[src/rtl/controlador_barrido_teclado_pkg.sv]
// Shared types and widths for the hex keypad scan controller.
package teclado_pkg;

    typedef enum logic [2:0] {
        IDLE,
        SCAN,
        DEBOUNCE,
        WAIT_RELEASE,
        REL_DEBOUNCE
    } estado_t;

    localparam int COL_W  = 2;
    localparam int FILA_W = 4;
    localparam int CODE_W = 4;

endpackage

[src/rtl/controlador_barrido_teclado_if.sv]
// Consumer-side key handshake: captured code, valid/ready, and the sticky overrun flag with its clear.
interface controlador_barrido_teclado_if;
    import teclado_pkg::*;

    logic [CODE_W-1:0] dato_o;
    logic              valid_o;
    logic              ready_i;
    logic              overrun_o;
    logic              clear_i;

    modport master (
        output dato_o,
        output valid_o,
        output overrun_o,
        input  ready_i,
        input  clear_i
    );

    modport slave (
        input  dato_o,
        input  valid_o,
        input  overrun_o,
        output ready_i,
        output clear_i
    );

endinterface

[src/rtl/controlador_barrido_teclado_contador_estable.sv]
// Stable-sample counter: done pulses on the DEBOUNCE_CYCLES-th consecutive matching edge after restart.
module contador_estable #(
    parameter int DEBOUNCE_CYCLES = 16
) (
    input  logic clk_i,
    input  logic reset_i,
    input  logic restart,
    input  logic match,
    output logic done
);

    localparam int CNT_W = $clog2(DEBOUNCE_CYCLES) + 1;
    localparam logic [CNT_W-1:0] CNT_MAX  = CNT_W'(DEBOUNCE_CYCLES);
    localparam logic [CNT_W-1:0] CNT_LAST = CNT_W'(DEBOUNCE_CYCLES - 1);

    logic [CNT_W-1:0] cnt;

    // Saturates at DEBOUNCE_CYCLES; any mismatch throws the run away.
    always_ff @(posedge clk_i or negedge reset_i) begin
        if (!reset_i) begin
            cnt <= '0;
        end else if (restart || !match) begin
            cnt <= '0;
        end else if (cnt != CNT_MAX) begin
            cnt <= cnt + CNT_W'(1);
        end
    end

    assign done = match && !restart && (cnt == CNT_LAST);

endmodule

[src/rtl/controlador_barrido_teclado.sv]
// Keypad scan sequencer: walks the columns, debounces press and release, and hands one raw code
// {row index, column} per keystroke to the consumer over valid/ready.
module controlador_barrido_teclado
    import teclado_pkg::*;
#(
    parameter int DEBOUNCE_CYCLES  = 16,
    parameter int SCAN_HOLD_CYCLES = 4
) (
    input  logic                          clk_i,
    input  logic                          reset_i,
    input  logic                          enable_i,
    input  logic [FILA_W-1:0]             fila_i,
    output logic [COL_W-1:0]              columna_o,
    output logic                          busy_o,
    controlador_barrido_teclado_if.master bus
);

    localparam int HOLD_W = $clog2(SCAN_HOLD_CYCLES) + 1;
    localparam logic [HOLD_W-1:0] HOLD_LAST = HOLD_W'(SCAN_HOLD_CYCLES - 1);

    estado_t             estado;
    logic [HOLD_W-1:0]   hold_cnt;
    logic [FILA_W-1:0]   snapshot;
    logic [COL_W-1:0]    columna;
    logic [CODE_W-1:0]   dato;
    logic                valid;
    logic                overrun;
    logic                busy;

    logic                fila_act;
    logic                deb_restart;
    logic                deb_match;
    logic                deb_done;
    logic                captura;
    logic                acepta;

    // Lowest set row wins when several rows read high at once.
    function automatic logic [1:0] fila_idx(input logic [FILA_W-1:0] f);
        if (f[0])      return 2'd0;
        else if (f[1]) return 2'd1;
        else if (f[2]) return 2'd2;
        else           return 2'd3;
    endfunction

    assign fila_act    = |fila_i;
    assign deb_restart = !enable_i || !((estado == DEBOUNCE) || (estado == REL_DEBOUNCE));
    assign deb_match   = (estado == DEBOUNCE) ? (fila_i == snapshot) : !fila_act;
    assign captura     = enable_i && (estado == DEBOUNCE) && deb_done;
    assign acepta      = valid && bus.ready_i;

    contador_estable #(
        .DEBOUNCE_CYCLES(DEBOUNCE_CYCLES)
    ) u_contador_estable (
        .clk_i  (clk_i),
        .reset_i(reset_i),
        .restart(deb_restart),
        .match  (deb_match),
        .done   (deb_done)
    );

    always_ff @(posedge clk_i or negedge reset_i) begin
        if (!reset_i) begin
            estado   <= IDLE;
            hold_cnt <= '0;
            snapshot <= '0;
            columna  <= '0;
            dato     <= '0;
            valid    <= 1'b0;
            overrun  <= 1'b0;
            busy     <= 1'b0;
        end else begin
            if (!enable_i) begin
                estado   <= IDLE;
                hold_cnt <= '0;
                busy     <= 1'b0;
            end else begin
                case (estado)
                    IDLE: begin
                        estado   <= SCAN;
                        hold_cnt <= '0;
                    end
                    SCAN: begin
                        if (fila_act) begin
                            estado   <= DEBOUNCE;
                            snapshot <= fila_i;
                            busy     <= 1'b1;
                        end else if (hold_cnt == HOLD_LAST) begin
                            columna  <= columna + COL_W'(1);
                            hold_cnt <= '0;
                        end else begin
                            hold_cnt <= hold_cnt + HOLD_W'(1);
                        end
                    end
                    DEBOUNCE: begin
                        if (fila_i != snapshot) begin
                            estado   <= SCAN;
                            hold_cnt <= '0;
                            busy     <= 1'b0;
                        end else if (deb_done) begin
                            estado <= WAIT_RELEASE;
                        end
                    end
                    WAIT_RELEASE: begin
                        if (!fila_act) estado <= REL_DEBOUNCE;
                    end
                    REL_DEBOUNCE: begin
                        if (fila_act) begin
                            estado <= WAIT_RELEASE;
                        end else if (deb_done) begin
                            estado   <= SCAN;
                            columna  <= columna + COL_W'(1);
                            hold_cnt <= '0;
                            busy     <= 1'b0;
                        end
                    end
                    default: begin
                        estado <= IDLE;
                        busy   <= 1'b0;
                    end
                endcase
            end

            // A capture landing on an accept edge replaces the consumed code instead of clearing valid.
            if (captura && (!valid || bus.ready_i)) begin
                dato  <= {fila_idx(snapshot), columna};
                valid <= 1'b1;
            end else if (acepta) begin
                valid <= 1'b0;
            end

            if (captura && valid && !bus.ready_i) begin
                overrun <= 1'b1;
            end else if (bus.clear_i) begin
                overrun <= 1'b0;
            end
        end
    end

    assign columna_o     = columna;
    assign busy_o        = busy;
    assign bus.dato_o    = dato;
    assign bus.valid_o   = valid;
    assign bus.overrun_o = overrun;

endmodule

[src/flat_wrapper.sv]
// flat-port wrapper written by rule: the top's interface ports become plain ports
module controlador_barrido_teclado_flat import teclado_pkg::*;
#(
    parameter int DEBOUNCE_CYCLES  = 16,
    parameter int SCAN_HOLD_CYCLES = 4
)
  (clk_i, reset_i, enable_i, fila_i, columna_o, busy_o, bus_dato_o, bus_valid_o, bus_overrun_o, bus_ready_i, bus_clear_i);
  controlador_barrido_teclado_if bus_i ();
  input  logic clk_i;
  input  logic reset_i;
  input  logic enable_i;
  input  logic [FILA_W-1:0] fila_i;
  output logic [COL_W-1:0] columna_o;
  output logic busy_o;
  output wire logic [$bits(bus_i.dato_o)-1:0] bus_dato_o;
  output wire logic [$bits(bus_i.valid_o)-1:0] bus_valid_o;
  output wire logic [$bits(bus_i.overrun_o)-1:0] bus_overrun_o;
  input wire logic [$bits(bus_i.ready_i)-1:0] bus_ready_i;
  input wire logic [$bits(bus_i.clear_i)-1:0] bus_clear_i;
  assign bus_dato_o = bus_i.dato_o;
  assign bus_valid_o = bus_i.valid_o;
  assign bus_overrun_o = bus_i.overrun_o;
  assign bus_i.ready_i = bus_ready_i;
  assign bus_i.clear_i = bus_clear_i;
  controlador_barrido_teclado #(.DEBOUNCE_CYCLES(DEBOUNCE_CYCLES), .SCAN_HOLD_CYCLES(SCAN_HOLD_CYCLES)) u_core (.clk_i(clk_i), .reset_i(reset_i), .enable_i(enable_i), .fila_i(fila_i), .columna_o(columna_o), .busy_o(busy_o), .bus(bus_i));
endmodule
[config.mk]
export PLATFORM = sky130hd
export DESIGN_NAME = controlador_barrido_teclado_flat
export DESIGN_NICKNAME = d
export VERILOG_FILES = /design/src/rtl/controlador_barrido_teclado_pkg.sv /design/src/rtl/controlador_barrido_teclado_if.sv /design/src/rtl/controlador_barrido_teclado_contador_estable.sv /design/src/rtl/controlador_barrido_teclado.sv /design/src/flat_wrapper.sv
export SDC_FILE = /design/constraint.sdc
export NUM_CORES = 1
export LEC_CHECK = 0
export CORE_MARGIN = 3
export CORE_UTILIZATION = 30
export DETAILED_ROUTE_END_ITERATION = 8
export DONT_BUFFER_PORTS = 1
export GPL_TIMING_DRIVEN = 1
export HOLD_SLACK_MARGIN = 0.15
export SYNTH_ARGS = -nofsm -noshare
export SYNTH_HDL_FRONTEND = slang
export SYNTH_SLANG_ARGS = --single-unit
[constraint.sdc]
create_clock -name clk_i -period 2.7 [get_ports clk_i]
set_input_delay 0.54 -clock clk_i [delete_from_list [all_inputs] [get_ports clk_i]]
set_output_delay 0.54 -clock clk_i [all_outputs]
set_load 0.01 [all_outputs]
Yosys cells after proc, flatten, opt, wreduce, memory -nomap -nowiden

Index checks and enable logic that the tools add are counted.

Flip-flop bits (word level): 24

Reduce and logical (&&, ||, !) cells: 31
Multiplexer cells: 36
Eq/ne operators: 23
Add/subtract/negate cells: 3

Operator list:

| operator                                                                 | number |
|---|---|
| 3-bit two-way mux                                                        | 13 |
| 3-bit case mux with 5 select lines                                       | 1 |
| 2-bit two-way mux                                                        | 6 |
| 3-bit inequality test (second input constant)                            | 4 |
| 3-bit case mux with 4 select lines                                       | 1 |
| 1-bit two-way mux                                                        | 11 |
| 5-bit two-way mux                                                        | 2 |
| 5-bit AND reduction                                                      | 2 |
| 3-bit by 2-bit equality test with 1-bit output (second input constant)   | 3 |
| 1-bit logical AND                                                        | 8 |
| 2-bit nonzero test                                                       | 4 |
| 1-bit zero test                                                          | 7 |
| 2-bit inequality test (second input constant)                            | 3 |
| 3-bit by 2-bit inequality test with 1-bit output (second input constant) | 2 |
| 6-bit AND reduction                                                      | 1 |
| 5-bit by 1-bit adder with 5-bit output (second input constant)           | 1 |
| 5-bit by 4-bit equality test with 1-bit output (second input constant)   | 1 |
| 5-bit by 1-bit inequality test with 1-bit output (second input constant) | 1 |
| 5-bit inequality test (second input constant)                            | 1 |
| 4-bit equality test                                                      | 1 |
| 1-bit logical OR                                                         | 4 |
| 2-bit by 1-bit inequality test with 1-bit output (second input constant) | 2 |
| 4-bit by 2-bit inequality test with 1-bit output (second input constant) | 1 |
| 4-bit by 3-bit inequality test with 1-bit output (second input constant) | 1 |
| 12 further kinds                                                         | 12 |

Depth between registers and ports, before layout

Depth after elaboration: 11
Gate-level depth with buffers: 8
Gate-level depth less buffers: 7

By module

Synthesis repeated with hierarchy kept, for this count alone.

Cells, all modules: 129
Area, all modules: 1358.8 um^2

By module, submodules not included:

| module                      | cells each | instances | seq. area each (um^2) | area each (um^2) |
|---|---|---|---|---|
| controlador_barrido_teclado | 99         | 1         | 475.5                 | 1042.2 |
| contador_estable            | 30         | 1         | 125.1                 | 316.6 |

Worst setup path before layout

No wires, ideal clock.

Kind: input -> register
Start point: input port fila_i[0]
End point: register u_core.hold_cnt[1]
Stages on the path: 6
Library setup time: 0.128 ns
Required time: 2.572 ns
Slack: 0.732 ns
Arrival time: 1.840 ns
Cell sequence: or4_1 -> buf_2 -> nor3_2 -> nor3b_1 -> nor3_4 -> mux2_1

Longest elaborated chain between the ends: 7
Elaborated cells on any way between the ends: 12
Classes of those cells: 6 x eq/ne; 1 x mux; 5 x reduce/logical

RTL lines:

| what                                                              | RTL line                                           | text |
|---|---|---|
| start, declared                                                   | flat_wrapper.sv:12                                 | `input logic [FILA_W-1:0] fila_i;` |
| 4-bit OR reduction                                                | controlador_barrido_teclado.sv:45                  | `assign fila_act = \|fila_i;` |
| 1-bit zero test                                                   | controlador_barrido_teclado.sv:47                  | `assign deb_match = (estado == DEBOUNCE) ? (fila_i == snapshot) : !fila_act;` |
| 1-bit two-way mux                                                 | controlador_barrido_teclado.sv:47                  |  |
| 1-bit logical AND (2 in series)                                   | controlador_barrido_teclado_contador_estable.sv:29 | `assign done = match && !restart && (cnt == CNT_LAST);` |
| 3-bit by 2-bit inequality test with 1-bit output (no source line) | n/a                                                |  |
| 5-bit AND reduction (no source line) (*)                          | n/a                                                |  |
| end signal, assigned                                              | controlador_barrido_teclado.sv:91                  | `hold_cnt <= hold_cnt + HOLD_W'(1);` |
| end, declared                                                     | controlador_barrido_teclado.sv:22                  | `logic [HOLD_W-1:0] hold_cnt;` |

Mark *: on every way between the ends. The rest lies on a longest branch, timed or not.
A chain may end at the register's enable or synchronous reset.

Final worst setup path

Start point: register u_core.u_contador_estable.cnt[1]
End point: register u_core.dato[3] (netlist: u_core.bus.dato_o[3])

Longest elaborated chain between the ends: 4

RTL lines:

| what                                           | RTL line                                           | text |
|---|---|---|
| start, declared                                | controlador_barrido_teclado_contador_estable.sv:16 | `logic [CNT_W-1:0] cnt;` |
| start signal, assigned                         | controlador_barrido_teclado_contador_estable.sv:25 | `cnt <= cnt + CNT_W'(1);` |
| 5-bit by 4-bit equality test with 1-bit output | controlador_barrido_teclado_contador_estable.sv:29 |  |
| 1-bit logical AND                              | controlador_barrido_teclado_contador_estable.sv:29 |  |
| 1-bit logical AND                              | controlador_barrido_teclado.sv:48                  | `assign captura = enable_i && (estado == DEBOUNCE) && deb_done;` |
| 1-bit logical AND                              | controlador_barrido_teclado.sv:124                 | `if (captura && (!valid \|\| bus.ready_i)) begin` |
| end signal, assigned                           | controlador_barrido_teclado.sv:125                 | `dato <= {fila_idx(snapshot), columna};` |
| end, declared                                  | controlador_barrido_teclado.sv:25                  | `logic [CODE_W-1:0] dato;` |

Every way passes these cells.

==> flow_metrics.tcl <==
set metrics [dict create \
    status "finished clean" \
    synth_fp_nets 132 \
    ys_seq_elements 24 \
    final_cell_mix "24 x dfrtp_1, 10 x nor2_1, 9 x inv_1, 7 x a21oi_1" \
    track_usage_pct 10.6 \
    postCtsSetupBuffers 0 \
    seqCellArea_um2 601 \
    drv_slew 0 \
    initial_core_util_pct 32.7 \
    synth_top_cell_by_area "dfrtp_1" \
    cts_buffers 3 \
    cp-end-kind "register" \
    via_per_inst 5.22 \
    cts.clk_slew.worst_paths_ps 90 \
    p_seq_share_pct 49.9 \
    dieArea_mm2 0.00499 \
    post_drt_wl_per_cell_um 14.6 \
    io_buffers 0 \
    dr.pass1.iters 4 \
    remaining_drc_errors 0 \
    regToRegStartpoint "u_core.u_contador_estable.cnt[1]$_DFFE_PN0P_" \
    power.internal_w 0.000621 \
    relSlewSlack_pct 45.0 \
    grt-ovfl-total 0 \
    antenna_found_initial 0 \
    path_delay_family "simple AND/OR/NAND/NOR gates" \
    core_mm2 0.00383 \
    vdd_ir_drop_max_mv 0.174 \
    syn_area_mm2 0.00125 \
    async_reset_ff_share_pct 100 \
    cts_resized 0 \
    hold_path_end "u_core.bus.overrun_o$_DFFE_PN0P_" \
    synth_area_per_cell_um2 10.5 \
    synth_warnings 0 \
    syn-instance-count 119 \
    dp_cells 164 \
    drive_above_1_share_pct 11.5 \
    post-route-util_pct 36.6 \
    synth_top_area_share_pct 48.0 \
    fin_cells 170 \
    ctsRootBufferMaster "clkbuf_8" \
    clock_sinks 24 \
    insertion_delay_ps 270 \
    criticalPathCategory "reg -> reg" \
    skew_ps 8.10 \
    wirelength_mm 2.48 \
    timing.final.crit_share_pct 75.7 \
    place_area_mm2 0.00130 \
    crit_path_cell_trace "ha_1 > and3_1 > ha_1 > inv_1 > nor3_1 > and3_1 > mux2_2" \
    total_power_w 0.000811 \
    max_cap_viol_count 0 \
    fin_area_mm2 0.00140 \
    crit_path_start_kind "register" \
    grt.busiest_layer "met2" \
    synth_edf_count 0 \
    setup_viol 0 \
    use_met2_pct 16.9 \
    globalplace.congestion 0.801 \
    hp-class "in -> reg" \
    grt_max_degree 25 \
    synth.distinct_cells 34 \
    min_path_cells 1 \
    switching_share_pct 23.4 \
    routed-via-count 887 \
    period_minus_slack_ps 2040 \
    grt_use_met3_pct 2.27 \
    p_sw_w 0.000190 \
    cts_hold_buf 2 \
    die_x_um 70.6 \
    antenna_left 0 \
    rsz0062_at_grt "no" \
    leakagePower_nw 0.621 \
    die_y_um 70.6 \
    critPathMaxStageDelay_ps 400 \
    cp_max_fo 4 \
    synth_area_leaders "dfrtp_1 48%, xnor2_1 4.2%, ha_1 4.0%, mux2_2 3.6%, nor2_1 3.0%" \
    slowest_stage "dfrtp_1" \
    path_buf_inv 1 \
    r2r_setup_slack_ps 660 \
    arrival_ps 2210 \
    reg2reg_to "u_core.bus.dato_o[3]$_DFFE_PN0P_" \
    area_growth_pct 11.7 \
    tns_ps 0 \
    place.detailed.hpwl_mm 1.81 \
    seq_area_frac_synth_pct 48.0 \
    grtUsageMet1_pct 13.5 \
    tritoncts "done" \
    synth_top_flop_cell "dfrtp_1" \
    max_freq_ghz 0.489 \
    power_frac_comb_pct 10.9 \
    cts_max_path_buffers 2 \
    drt_iter0_drc 32 \
    nets 136 \
    mostFrequentLayoutCell "dfrtp_1" \
    rows 22 \
    nFillCells 387 \
    grt_pass1_wl_mm 4.20 \
    diodes 0 \
    multiInputGateArea_um2 596 \
    hp-start "bus_clear_i" \
    grt_pass1_vias 916 \
    worst_pin_slew_ps 813 \
    r2r_cells 7 \
    p_per_area_mw_per_mm2 580 \
    cts_max_level 1 \
    io_pins 18 \
    finalHoldViolCount 0 \
    required_ps 2870 \
    clockPowerShare_pct 39.2 \
]
[registers in the layout, indices dropped and copies added, names as in the netlist]
register and cells:
u_core.hold_cnt 3, u_core.snapshot 4, u_core.bus.overrun_o 1, u_core.bus.dato_o 4, u_core.estado 3, u_core.busy_o 1, u_core.bus.valid_o 1, u_core.columna_o 2
u_core.u_contador_estable.cnt 5
[stage by stage]
step / hold WS [ps] / setup WS (ps)
finish: 367 / 656
global route: 349 / 555
CTS: 358 / 640
detailed placement: 245 / 609
global placement: 245 / 678
floorplan: 244 / 732
[worst register-to-register path: cells and delay by family (launching register included)]
kind / cells / cell delay, ps
mux: 1 / 360
flops: 1 / 400
fa+ha+maj: 2 / 430
simple gates: 3 / 680
buf+inv: 1 / 70
[logic make-up after synthesis]
| group | synth area share (%) |
|---|---|
| AND/OR/NAND/NOR | 20.3 |
| flip-flops | 48.0 |
| AO/OA/AOI/OAI | 10.9 |
| buffers and inverters | 4.50 |
| XOR/XNOR | 6.29 |
| multiplexers | 6.09 |
| adder cells (fa/ha/maj) | 4.00 |
[cell usage after synthesis, drive strengths merged, types with 2 or more instances]
| library cell | count |
|---|---|
| a21oi | 7 |
| a22o | 4 |
| and3 | 4 |
| buf | 4 |
| dfrtp | 24 |
| ha | 4 |
| inv | 9 |
| mux2 | 5 |
| mux2i | 2 |
| nand2 | 6 |
| nand2b | 5 |
| nand3 | 3 |
| nor2 | 10 |
| nor3 | 6 |
| nor3b | 2 |
| nor4 | 2 |
| o21ai | 3 |
| o22ai | 2 |
| xnor2 | 6 |
| xor2 | 3 |
[routing by layer]
| layer | vias up | part of all wire [%] |
|---|---|---|
| li1 | 422 | - |
| met1 | 431 | 44 |
| met2 | 28 | 47 |
| met3 | 6 | 6.1 |
| met4 | 0 | 2.9 |
| met5 | - | 0 |
[worst max path at each step]
| stage | startpoint | end | slack (ps) | depth (start not counted) |
|---|---|---|---|---|
| 3_3_place_gp | fila_i[0] | u_core.hold_cnt[1]$_DFFE_PN0P_ | 680 | 5 |
| 6_report | u_core.u_contador_estable.cnt[1]$_DFFE_PN0P_ | u_core.bus.dato_o[3]$_DFFE_PN0P_ | 660 | 7 |
| 4_1_cts | u_core.u_contador_estable.cnt[1]$_DFFE_PN0P_ | u_core.bus.dato_o[2]$_DFFE_PN0P_ | 640 | 7 |
| 3_5_place_dp | fila_i[0] | u_core.hold_cnt[1]$_DFFE_PN0P_ | 610 | 5 |
| 2_1_floorplan | fila_i[0] | u_core.hold_cnt[1]$_DFFE_PN0P_ | 730 | 6 |
| 5_1_grt | u_core.u_contador_estable.cnt[1]$_DFFE_PN0P_ | u_core.bus.dato_o[1]$_DFFE_PN0P_ | 560 | 7 |
[layout make-up]
type,count,share of cell area (%)
sequential,24,42.9
multi-input combinational,82,42.6
tap,48,4.29
clock buffer,3,2.95
timing repair buffer,3,2.68
inverter,9,2.42
clock inverter,1,2.15
[power groups by stage]
stage          Combinational, W  Clock [W]  Sequential, W
6_report              0.0000884   0.000318       0.000405
3_5_place_dp          0.0000755          0       0.000412
4_1_cts               0.0000893   0.000327       0.000405
3_3_place_gp          0.0000746          0       0.000411
2_1_floorplan         0.0000675          0       0.000403
5_1_grt               0.0000983   0.000342       0.000408
No activity file was read; power rests on OpenSTA's default activity.
